===== src/rtl/decoder_3x8_stream_if.sv =====
// Handshake bundle for the streaming 3-to-8 decoder.
// Input side: in_valid/in_code/in_ready. Output side: out_valid/out_ready/out_onehot.
// The slave modport is the decoder; the master modport is its environment,
// which supplies codes upstream and consumes words downstream.
interface decoder_3x8_stream_if;
    logic       in_valid;
    logic [2:0] in_code;
    logic       in_ready;
    logic       out_valid;
    logic       out_ready;
    logic [7:0] out_onehot;

    modport slave (
        input  in_valid,
        input  in_code,
        input  out_ready,
        output in_ready,
        output out_valid,
        output out_onehot
    );

    modport master (
        output in_valid,
        output in_code,
        output out_ready,
        input  in_ready,
        input  out_valid,
        input  out_onehot
    );
endinterface


===== src/rtl/decoder_3x8_stream.sv =====
// Streaming 3-to-8 decoder.
// Codes enter through a small FIFO. The head code is decoded combinationally
// onto out_onehot, so a word is presented one cycle after it is pushed into an
// empty queue. in_ready depends only on en and the current occupancy. It does
// not look ahead at a same-cycle pop, so a full queue refuses a push even while
// it is draining.
// seen accumulates every delivered word and xfer_cnt counts deliveries mod 256.
module decoder_3x8_stream #(
    parameter int DEPTH = 2
) (
    input  logic                       clk,
    input  logic                       rst_n,
    input  logic                       en,
    input  logic                       clr_seen,
    decoder_3x8_stream_if.slave        bus,
    output logic [7:0]                 seen,
    output logic [7:0]                 xfer_cnt
);

    localparam int AW = (DEPTH > 1) ? $clog2(DEPTH) : 1;
    localparam int CW = AW + 1;

    logic [2:0]    r_mem [DEPTH];
    logic [AW-1:0] r_wr_ptr;
    logic [AW-1:0] r_rd_ptr;
    logic [CW-1:0] r_count;
    logic [7:0]    r_seen;
    logic [7:0]    r_xfer_cnt;

    logic          w_full;
    logic          w_empty;
    logic          w_push;
    logic          w_pop;
    logic [7:0]    w_head_onehot;
    logic [7:0]    w_seen_next;

    assign w_full  = (r_count == CW'(DEPTH));
    assign w_empty = (r_count == '0);
    assign w_push  = bus.in_valid & bus.in_ready;
    assign w_pop   = ~w_empty & bus.out_ready;

    assign bus.in_ready   = en & ~w_full;
    assign bus.out_valid  = ~w_empty;
    assign bus.out_onehot = w_empty ? 8'h00 : w_head_onehot;

    assign seen     = r_seen;
    assign xfer_cnt = r_xfer_cnt;

    // Decode the oldest queued code into its one-hot word.
    always_comb begin
        w_head_onehot = 8'h01 << r_mem[r_rd_ptr];
    end

    // Next value of the sticky word history.
    // A word delivered in the same cycle as a clear is kept.
    always_comb begin
        w_seen_next = (clr_seen ? 8'h00 : r_seen) | (w_pop ? w_head_onehot : 8'h00);
    end

    // Code storage. Stale entries are unreachable once the counters reset,
    // so the array itself has no reset.
    always_ff @(posedge clk) begin
        if (w_push) begin
            r_mem[r_wr_ptr] <= bus.in_code;
        end
    end

    // Queue pointers and occupancy. Power-of-two depth lets pointers wrap naturally.
    always_ff @(posedge clk or negedge rst_n) begin
        if (!rst_n) begin
            r_wr_ptr <= '0;
            r_rd_ptr <= '0;
            r_count  <= '0;
        end else begin
            if (w_push) begin
                r_wr_ptr <= r_wr_ptr + AW'(1);
            end
            if (w_pop) begin
                r_rd_ptr <= r_rd_ptr + AW'(1);
            end
            case ({w_push, w_pop})
                2'b10:   r_count <= r_count + CW'(1);
                2'b01:   r_count <= r_count - CW'(1);
                default: r_count <= r_count;
            endcase
        end
    end

    // Delivery statistics: sticky seen mask and handshake counter.
    always_ff @(posedge clk or negedge rst_n) begin
        if (!rst_n) begin
            r_seen     <= 8'h00;
            r_xfer_cnt <= 8'h00;
        end else begin
            r_seen <= w_seen_next;
            if (w_pop) begin
                r_xfer_cnt <= r_xfer_cnt + 8'd1;
            end
        end
    end

endmodule


===== src/flat_wrapper.sv =====
// flat-port wrapper written by rule: the top's interface ports become plain ports
module decoder_3x8_stream_flat 
#(
    parameter int DEPTH = 2
)
  (clk, rst_n, en, clr_seen, seen, xfer_cnt, bus_in_valid, bus_in_code, bus_out_ready, bus_in_ready, bus_out_valid, bus_out_onehot);
  decoder_3x8_stream_if bus_i ();
  input  logic clk;
  input  logic rst_n;
  input  logic en;
  input  logic clr_seen;
  output logic [7:0] seen;
  output logic [7:0] xfer_cnt;
  input wire logic [$bits(bus_i.in_valid)-1:0] bus_in_valid;
  input wire logic [$bits(bus_i.in_code)-1:0] bus_in_code;
  input wire logic [$bits(bus_i.out_ready)-1:0] bus_out_ready;
  output wire logic [$bits(bus_i.in_ready)-1:0] bus_in_ready;
  output wire logic [$bits(bus_i.out_valid)-1:0] bus_out_valid;
  output wire logic [$bits(bus_i.out_onehot)-1:0] bus_out_onehot;
  assign bus_i.in_valid = bus_in_valid;
  assign bus_i.in_code = bus_in_code;
  assign bus_i.out_ready = bus_out_ready;
  assign bus_in_ready = bus_i.in_ready;
  assign bus_out_valid = bus_i.out_valid;
  assign bus_out_onehot = bus_i.out_onehot;
  decoder_3x8_stream #(.DEPTH(DEPTH)) u_core (.clk(clk), .rst_n(rst_n), .en(en), .clr_seen(clr_seen), .bus(bus_i), .seen(seen), .xfer_cnt(xfer_cnt));
endmodule

===== config.mk =====
export PLATFORM = sky130hd
export DESIGN_NAME = decoder_3x8_stream_flat
export DESIGN_NICKNAME = d
export VERILOG_FILES = /design/src/rtl/decoder_3x8_stream_if.sv /design/src/rtl/decoder_3x8_stream.sv /design/src/flat_wrapper.sv
export SDC_FILE = /design/constraint.sdc
export NUM_CORES = 1
export LEC_CHECK = 0
export CAP_MARGIN = 20
export CORE_MARGIN = 10
export CORE_UTILIZATION = 40
export DETAILED_ROUTE_END_ITERATION = 8
export MAX_ROUTING_LAYER = met4
export PLACE_DENSITY = 0.76
export SKIP_LAST_GASP = 1
export SLEW_MARGIN = 20
export SYNTH_ARGS = -nofsm -noshare
export SYNTH_HDL_FRONTEND = slang
export SYNTH_SLANG_ARGS = --single-unit
export TNS_END_PERCENT = 20

===== constraint.sdc =====
create_clock -name clk -period 4.1 [get_ports clk]
set_input_delay 1.23 -clock clk [delete_from_list [all_inputs] [get_ports clk]]
set_output_delay 1.23 -clock clk [all_outputs]
set_load 0.01 [all_outputs]

==> results of run 1 <==
[metrics by stage]
step | utilization, % | hold slack (ns)
after floorplan | - | 0.4606
after CTS | 56.13 | 0.4860
after global routing | 56.13 | 0.5284
after global placement | 55.17 | 0.4641
after detailed placement | 55.17 | 0.4672
final | 56.13 | 0.4771
[cells by family (layout without fill, tap and decap cells)]
group	Yosys count	in the layout	synth area share, %
AND/OR/NAND/NOR	31	31	12.39
AO/OA/AOI/OAI	15	15	10.44
flip-flops	26	26	59.13
XOR/XNOR	12	12	9.130
multiplexers	2	2	1.848
adder cells (fa/ha/maj)	2	2	2.174
buffers and inverters	14	50	4.891
[worst max-delay path: stages]
cell             delay, ns
clkdlybuf4s50_1       0.50
o21a_1                0.15
clkdlybuf4s50_1       0.54
[sequential cells by signal (all words and copies together), names as in the netlist]
signal	count
u_core.r_rd_ptr	1
u_core.r_count	2
u_core.xfer_cnt	8
u_core.r_mem	6
u_core.r_wr_ptr	1
u_core.seen	8
[area by class of cell]
| class | count | share of cell area (%) |
|---|---|---|
| sequential | 26 | 43.98 |
| multi-input combinational | 62 | 26.76 |
| timing repair buffer | 34 | 21.99 |
| inverter | 12 | 3.072 |
| tap | 31 | 2.506 |
| clock buffer | 4 | 1.698 |
[worst max path at each step]
stage                     startpoint           end  cells past startpoint
final                             en  bus_in_ready                      3
after global routing              en  bus_in_ready                      3
after CTS                         en  bus_in_ready                      3
after detailed placement          en  bus_in_ready                      3
after global placement            en  bus_in_ready                      3
after floorplan                   en  bus_in_ready                      1
[layer usage]
layer / vias to the layer above / GRT usage [%] / part of all wire, %
li1: 424 / - / -
met1: 431 / 12.32 / 43
met2: 29 / 15.72 / 49
met3: 2 / 3.096 / 7.1
met4: 0 / 3.106 / 0.30
met5: - / - / 0
[cells in the mapped netlist (2+ instances only)]
cell type / number
o22ai_1: 8
nand2_1: 9
inv_1: 11
xnor2_1: 12
nand4_1: 4
ha_1: 2
a32oi_1: 2
and3_1: 2
edfxtp_1: 6
nor2_1: 12
dfrtp_1: 20
[power by group through the flow]
stage	Sequential [W]	Clock, W	Combinational (W)
after global routing	0.000443	0.000122	0.000468
after CTS	0.000429	0.000113	0.000435
after global placement	0.000429	0	0.000422
after detailed placement	0.000436	0	0.000431
after floorplan	0.000429	0	0.000226
final	0.000430	0.000111	0.000428
==> summary.txt, run 1 <==
Status
  – Status: complete, no violations

Power and ir drop
  – Pleak: 0.6232 nW
  – Power, Total: 0.0009689 W
  – Pint: 0.0006092 W
  – Clock power frac: between 10% and 20%
  – Cell Pwr Density: approximately 630 nW/um^2
  – Reg power frac: between 40 and 50%
  – Combinational share of power: 44.2%
  – Sw Ratio: between 30% and 40%
  – Total net switching power: around 0.00036 W
  – Worst VDD drop: 0.4047 mV

Global routing
  – Gr ovfl total: 0
  – Vias in the first global route: 950
  – Initial antenna violation count: 0
  – First-pass GRT wire length: 4271 um
  – Largest net degree at the start of global routing: 21
  – Total GRT Usage: about 10%

Clock network
  – CTS clock-pin slew for the worst setup and hold paths: 0.13 ns
  – Sink Count: 26
  – Post-CTS Setup Inserts: 0
  – Hold_buf cts: 0
  – Cts repair resizes: 0
  – CTS tree: built
  – Root buffer cell: clkbuf_4
  – Max H-tree Level: 1
  – Total CTS buffers: 3
  – Worst-Skew Late Latency: 0.32 ns
  – Longest Clk Path Bufs: 2

Finish
  – Non-Filler Instances: about 170
  – Fillers: 253
  – Layout cells sized above 1: 5.797%
  – Most common cell after layout, fill and taps aside: clkdlybuf4s50_1
  – Final instance area: 1548 um^2
  – Reg area: approximately 700 um^2
  – Ant diodes: 0
  – Syn-to-layout area delta: 34.46%
  – Most frequent cells in the layout: clkdlybuf4s50_1, dfrtp_1, nor2_1, xnor2_1, inv_1
  – Nets: 150
  – Multi-input gate area: 414.1 um^2

Synthesis
  – Post-synth top flop: dfrtp_1
  – Mapped Avg Cell Area: between 10 and 15 um^2
  – Synth Warn #: 0
  – Asr flop ratio synth: 76.92%
  – Synth Net Count: roughly 110
  – Yosys reg bits: 26
  – Ranking of synthesized cells by area: dfrtp_1, edfxtp_1, xnor2_1
  – Distinct cells, synth: 25
  – Sequential area share after synthesis: 59.13%
  – Synthesized area: 1151 um^2
  – Leading area contributor after synthesis: dfrtp_1
  – Mapped Cells: 102
  – Number of synthesized flops with an enable pin: 6
  – Top cell type's share of synthesized area: 43.48%

STA
  – Skew final: 0.006041 ns
  – Final worst setup slack: around 0.45 ns
  – Period utilization: 89.12%
  – Worst slew margin: 42.65%
  – Slew @ Worst Pin: 0.8575 ns
  – Count of final max-slew check failures: 0
  – Final min period: 3.654 ns
  – Fin. Hold Viols: 0
  – Final setup vio count: 0
  – Fmax: ~270 MHz
  – Setup TNS: 0 ns
  – RSZ-0062 raised after global routing: no

Worst setup path
  – Max FO, Critical Path: 2
  – Reg2reg path depth: 5
  – Reg2reg start: u_core.r_count[0]
  – Reg-to-Reg End: u_core.r_count[1]
  – Req. time, crit path: 2.87 ns
  – Flop2flop setup slack: 2.61 ns
  – Kind of critical path: input port to primary output
  – Arr. time, crit path: 2.42 ns
  – CP startpoint kind: input port
  – Worst Setup End Kind: primary output

Detailed routing
  – Routed WL per cell: 15.57 um
  – DRC viols: 0
  – DR vias: 886
  – Vias per cell: 5.243
  – Post-route ant nets: 0
  – DRT iter0 DRCs: 26
  – First-pass DRT Iterations: 4
  – Wirelength, routed: around 2600 um

Place
  – Number of port buffers: 34
  – RePlAce Congestion: about 0.74
  – Final HPWL DP: 2108 um
  – DP Area: 1521 um^2
  – Placed Instances: 165
  – Post-Place Worst Slack: 0.4418 ns

Floorplan
  – Die footprint: between 5000 and 6000 um^2
  – Die height: between 70 and 80 um
  – Core Area: 2758 um^2
  – Starting Density: around two fifths
  – Die Wd: ~74 um
  – Rows: 19
  – # IOs: 35

Hold path
  – Worst Min Path Start: u_core.xfer_cnt[7]
  – HP Class: register to register
  – Depth of the worst hold-timing path: 1
  – Worst hold endpoint: u_core.xfer_cnt[7]

Run
  – Max-Cap Viols: 0
No activity file was read; power rests on OpenSTA's default activity.
==> run 2: changes to the inputs <==
REMOVE_ABC_BUFFERS = 1   (was unset)
==> summary.txt, run 2 (synthesized netlist as in run 1, its figures left out) <==
Clock network
  – Sink Count: 26
  – Worst-Skew Late Latency: 0.31 ns
  – Max H-tree Level: 1
  – Total CTS buffers: 3
  – Post-CTS Setup Inserts: 0
  – Hold_buf cts: 0
  – CTS tree: built
  – Cts repair resizes: 0
  – Root buffer cell: clkbuf_4
  – CTS clock-pin slew for the worst setup and hold paths: 0.14 ns
  – Longest Clk Path Bufs: 2

Floorplan
  – Starting Density: 41.74%
  – Core Area: 2758 um^2
  – Die height: 73.65 um
  – # IOs: 35
  – Rows: 19
  – Die Wd: approximately 74 um
  – Die footprint: 5424 um^2

Finish
  – Ant diodes: 0
  – Most common cell after layout, fill and taps aside: clkdlybuf4s50_1
  – Fillers: 251
  – Nets: 150
  – Layout cells sized above 1: 6.522%
  – Most frequent cells in the layout: clkdlybuf4s50_1, dfrtp_1, nor2_1, xnor2_1, inv_1
  – Syn-to-layout area delta: 35.33%

Detailed routing
  – DR vias: 870
  – DRT iter0 DRCs: 39
  – Routed WL per cell: 15.20 um
  – First-pass DRT Iterations: 4
  – DRC viols: 0
  – Vias per cell: roughly 5.1
  – Post-route ant nets: 0
  – Wirelength, routed: ~2600 um

Power and ir drop
  – Clock power frac: roughly an eighth
  – Power, Total: 0.0009845 W
  – Pleak: 0.6292 nW
  – Sw Ratio: 36.45%
  – Combinational share of power: 43.4%
  – Pint: roughly 0.00063 W
  – Reg power frac: between 40 and 50%
  – Worst VDD drop: between 0.3 and 0.4 mV
  – Cell Pwr Density: 632.0 nW/um^2
  – Total net switching power: 0.0003589 W

Global routing
  – Total GRT Usage: 10.36%
  – Initial antenna violation count: 0
  – Gr ovfl total: 0
  – First-pass GRT wire length: 4319 um
  – Vias in the first global route: 922
  – Largest net degree at the start of global routing: 21

STA
  – Slew @ Worst Pin: roughly 0.9 ns
  – Final setup vio count: 0
  – Fmax: 275.5 MHz
  – Fin. Hold Viols: 0
  – Final min period: 3.630 ns
  – Count of final max-slew check failures: 0
  – RSZ-0062 raised after global routing: no
  – Skew final: a little under 0.006 ns
  – Setup TNS: 0 ns
  – Worst slew margin: around two fifths
  – Period utilization: 88.53%

Status
  – Status: complete, no violations

Hold path
  – HP Class: register to register
  – Depth of the worst hold-timing path: 1
  – Worst hold endpoint: u_core.xfer_cnt[7]
  – Worst Min Path Start: u_core.xfer_cnt[7]

Worst setup path
  – Reg2reg path depth: 6
  – Reg-to-Reg End: u_core.r_count[1]
  – CP startpoint kind: input port
  – Reg2reg start: u_core.r_count[0]
  – Kind of critical path: input port to primary output
  – Req. time, crit path: 2.87 ns
  – Arr. time, crit path: around 2.4 ns
  – Flop2flop setup slack: 2.61 ns
  – Max FO, Critical Path: 2
  – Worst Setup End Kind: primary output

Place
  – Number of port buffers: 34
  – Final HPWL DP: 2067 um
  – RePlAce Congestion: 0.7557

Run
  – Max-Cap Viols: 0
[run 2: cell counts in the layout (fill, tap and decap cells not counted)]
Identical to the previous run, type by type.
[run 2: power by group through the flow]
stage / clock, W / sequential, W / combinational (W)
floorplan: 0 / 0.000439 / 0.000211
global placement: 0 / 0.000429 / 0.000422
detailed placement: 0 / 0.000435 / 0.000433
CTS: 0.000130 / 0.000430 / 0.000435
global route: 0.000138 / 0.000446 / 0.000469
finish: 0.000127 / 0.000431 / 0.000427
[run 2: worst max path at each step]
stage | start | slack (ns) | to
after floorplan | en | 1.49 | bus_in_ready
after global placement | en | 0.48 | bus_in_ready
after detailed placement | en | 0.47 | bus_in_ready
after CTS | en | 0.46 | bus_in_ready
after global routing | en | 0.42 | bus_in_ready
final | en | 0.47 | bus_in_ready
[run 2: stage by stage]
| stage | hold WS, ns | std cells | setup slack, ns | util, % | area, um^2 |
|---|---|---|---|---|---|
| floorplan | 0.4606 | 100 | 1.489 | - | 1142 |
| global placement | 0.4592 | 165 | 0.4813 | 55.17 | 1521 |
| detailed placement | 0.4812 | 165 | 0.4665 | 55.17 | 1521 |
| CTS | 0.5007 | 169 | 0.4577 | 56.49 | 1558 |
| global route | 0.5194 | 169 | 0.4163 | 56.49 | 1558 |
| finish | 0.4859 | 169 | 0.4704 | 56.49 | 1558 |
[run 2: worst max-delay path, cell delays in order]
cell	delay (ns)
clkdlybuf4s50_1	0.49
o21a_1	0.14
clkdlybuf4s50_1	0.54
[run 2: cell type report]
| class | instances | area [um^2] | area share (%) |
|---|---|---|---|
| inverters | 12 | 47.55 | 3.052 |
| multi-input cells | 62 | 414.1 | 26.59 |
| repair buffers | 34 | 340.3 | 21.85 |
| flip-flops and latches | 26 | 680.7 | 43.69 |
| clock buffers | 4 | 36.28 | 2.329 |
| well taps | 31 | 38.79 | 2.490 |
[run 2: routing by layer]
layer / wire length [um] / part of all wire (%) / track usage, %
met1: 1079 / 42 / 12.64
met2: 1170 / 46 / 14.68
met3: 302 / 12 / 4.711
met4: 17 / 0.66 / 3.727
met5: 0 / 0 / -
==> run 3: changes to the inputs <==
CORE_UTILIZATION = 49   (was 40)
CTS_CLUSTER_DIAMETER = 200   (was unset)
PLACE_DENSITY = 0.89   (was 0.76)
==> summary.txt, run 3 (synthesized netlist as in run 1, its figures left out) <==
Status
  – Status: complete, no violations

Detailed routing
  – DRC viols: 0
  – Routed WL per cell: ~17 um
  – First-pass DRT Iterations: 4
  – Wirelength, routed: 2752 um
  – DRT iter0 DRCs: 20
  – Vias per cell: 5.325
  – DR vias: 884
  – Post-route ant nets: 0

STA
  – Worst slew margin: between 40% and 50%
  – Fmax: 275.2 MHz
  – Count of final max-slew check failures: 0
  – Fin. Hold Viols: 0
  – Skew final: roughly 0.0023 ns
  – Period utilization: 88.62%
  – RSZ-0062 raised after global routing: no
  – Setup TNS: 0 ns
  – Slew @ Worst Pin: 0.8331 ns
  – Final setup vio count: 0
  – Final min period: 3.633 ns

Floorplan
  – Die Wd: about 68 um
  – Die footprint: between 4000 and 5000 um^2
  – Starting Density: 51.54%
  – # IOs: 35
  – Rows: 17
  – Core Area: 2233 um^2
  – Die height: around 68 um

Finish
  – Syn-to-layout area delta: 35.00%
  – Nets: 150
  – Layout cells sized above 1: 6.522%
  – Non-Filler Instances: approximately 170
  – Most frequent cells in the layout: clkdlybuf4s50_1, dfrtp_1, nor2_1, xnor2_1, inv_1
  – Most common cell after layout, fill and taps aside: clkdlybuf4s50_1
  – Ant diodes: 0

Global routing
  – Vias in the first global route: roughly 960
  – Initial antenna violation count: 0
  – Total GRT Usage: 13.03%
  – First-pass GRT wire length: 4395 um
  – Gr ovfl total: 0
  – Largest net degree at the start of global routing: 21

Place
  – Number of port buffers: 34
  – Placed Instances: ~160
  – Final HPWL DP: 2172 um
  – RePlAce Congestion: about 0.80

Worst setup path
  – Arr. time, crit path: 2.40 ns
  – Req. time, crit path: 2.87 ns
  – CP startpoint kind: input port
  – Max FO, Critical Path: 2
  – Kind of critical path: input port to primary output
  – Worst Setup End Kind: primary output

Clock network
  – Post-CTS Setup Inserts: 0
  – Worst-Skew Late Latency: about 0.33 ns
  – CTS tree: built
  – Cts repair resizes: 0
  – Root buffer cell: clkbuf_4
  – Max H-tree Level: 1
  – Hold_buf cts: 0
  – Total CTS buffers: 3
  – CTS clock-pin slew for the worst setup and hold paths: between 0.1 and 0.15 ns
  – Sink Count: 26
  – Longest Clk Path Bufs: 2

Power and ir drop
  – Pleak: 0.6292 nW
  – Clock power frac: 13.5%
  – Power, Total: between 0.0009 and 0.001 W
  – Total net switching power: 0.0003715 W
  – Combinational share of power: a little over two fifths
  – Cell Pwr Density: roughly 640 nW/um^2
  – Worst VDD drop: 0.4963 mV
  – Sw Ratio: 37.25%
  – Pint: 0.0006259 W
  – Reg power frac: a little over two fifths

Hold path
  – HP Class: register to register

Run
  – Max-Cap Viols: 0
-- run 3: layout make-up --
cell class	instances	area (um^2)
fill	174	679.4
multi-input combinational	62	414.1
timing repair buffer	34	340.3
sequential	26	680.7
inverter	12	47.55
tap	28	35.03
clock buffer	4	36.28
-- run 3: power by group through the flow --
stage / Sequential, W / Clock (W) / Combinational (W)
final: 0.000429 / 0.000134 / 0.000434
after global routing: 0.000444 / 0.000144 / 0.000476
after CTS: 0.000428 / 0.000135 / 0.000440
after detailed placement: 0.000434 / 0 / 0.000437
after global placement: 0.000428 / 0 / 0.000419
after floorplan: 0.000439 / 0 / 0.000211
-- run 3: per-stage QoR --
stage / cell area, um^2 / util [%] / setup slack [ns] / hold slack [ns]
6_report: 1554 / 69.58 / 0.4665 / 0.4878
5_1_grt: 1554 / 69.58 / 0.4206 / 0.5097
4_1_cts: 1554 / 69.58 / 0.4648 / 0.4974
3_5_place_dp: 1518 / 67.96 / 0.4735 / 0.4750
3_3_place_gp: 1518 / 67.96 / 0.4805 / 0.4590
2_1_floorplan: 1142 / - / 1.489 / 0.4606
-- run 3: metal layers --
metal | share of wire [%] | track usage, % | up-vias
li1 | - | - | 426
met1 | 44 | 14.58 | 417
met2 | 46 | 19.82 | 32
met3 | 6.5 | 3.589 | 9
met4 | 3.5 | 8.794 | 0
met5 | 0 | - | -
-- run 3: final timing paths --
kind                               startpoint  slack [ns]  cells past startpoint                  to
max                                        en        0.47                      3        bus_in_ready
min                        u_core.xfer_cnt[7]        0.49                      1  u_core.xfer_cnt[7]
max reg2reg                 u_core.r_count[0]        2.57                      5   u_core.r_count[1]
min reg2reg                u_core.xfer_cnt[7]        0.49                      1  u_core.xfer_cnt[7]
max in group asynchronous               rst_n        2.24                      1      u_core.seen[0]
min in group asynchronous               rst_n        1.35                      1   u_core.r_count[0]
-- run 3: critical path, stage by stage --
cell,delay (ns)
clkdlybuf4s50_1,0.49
o21a_1,0.14
clkdlybuf4s50_1,0.54
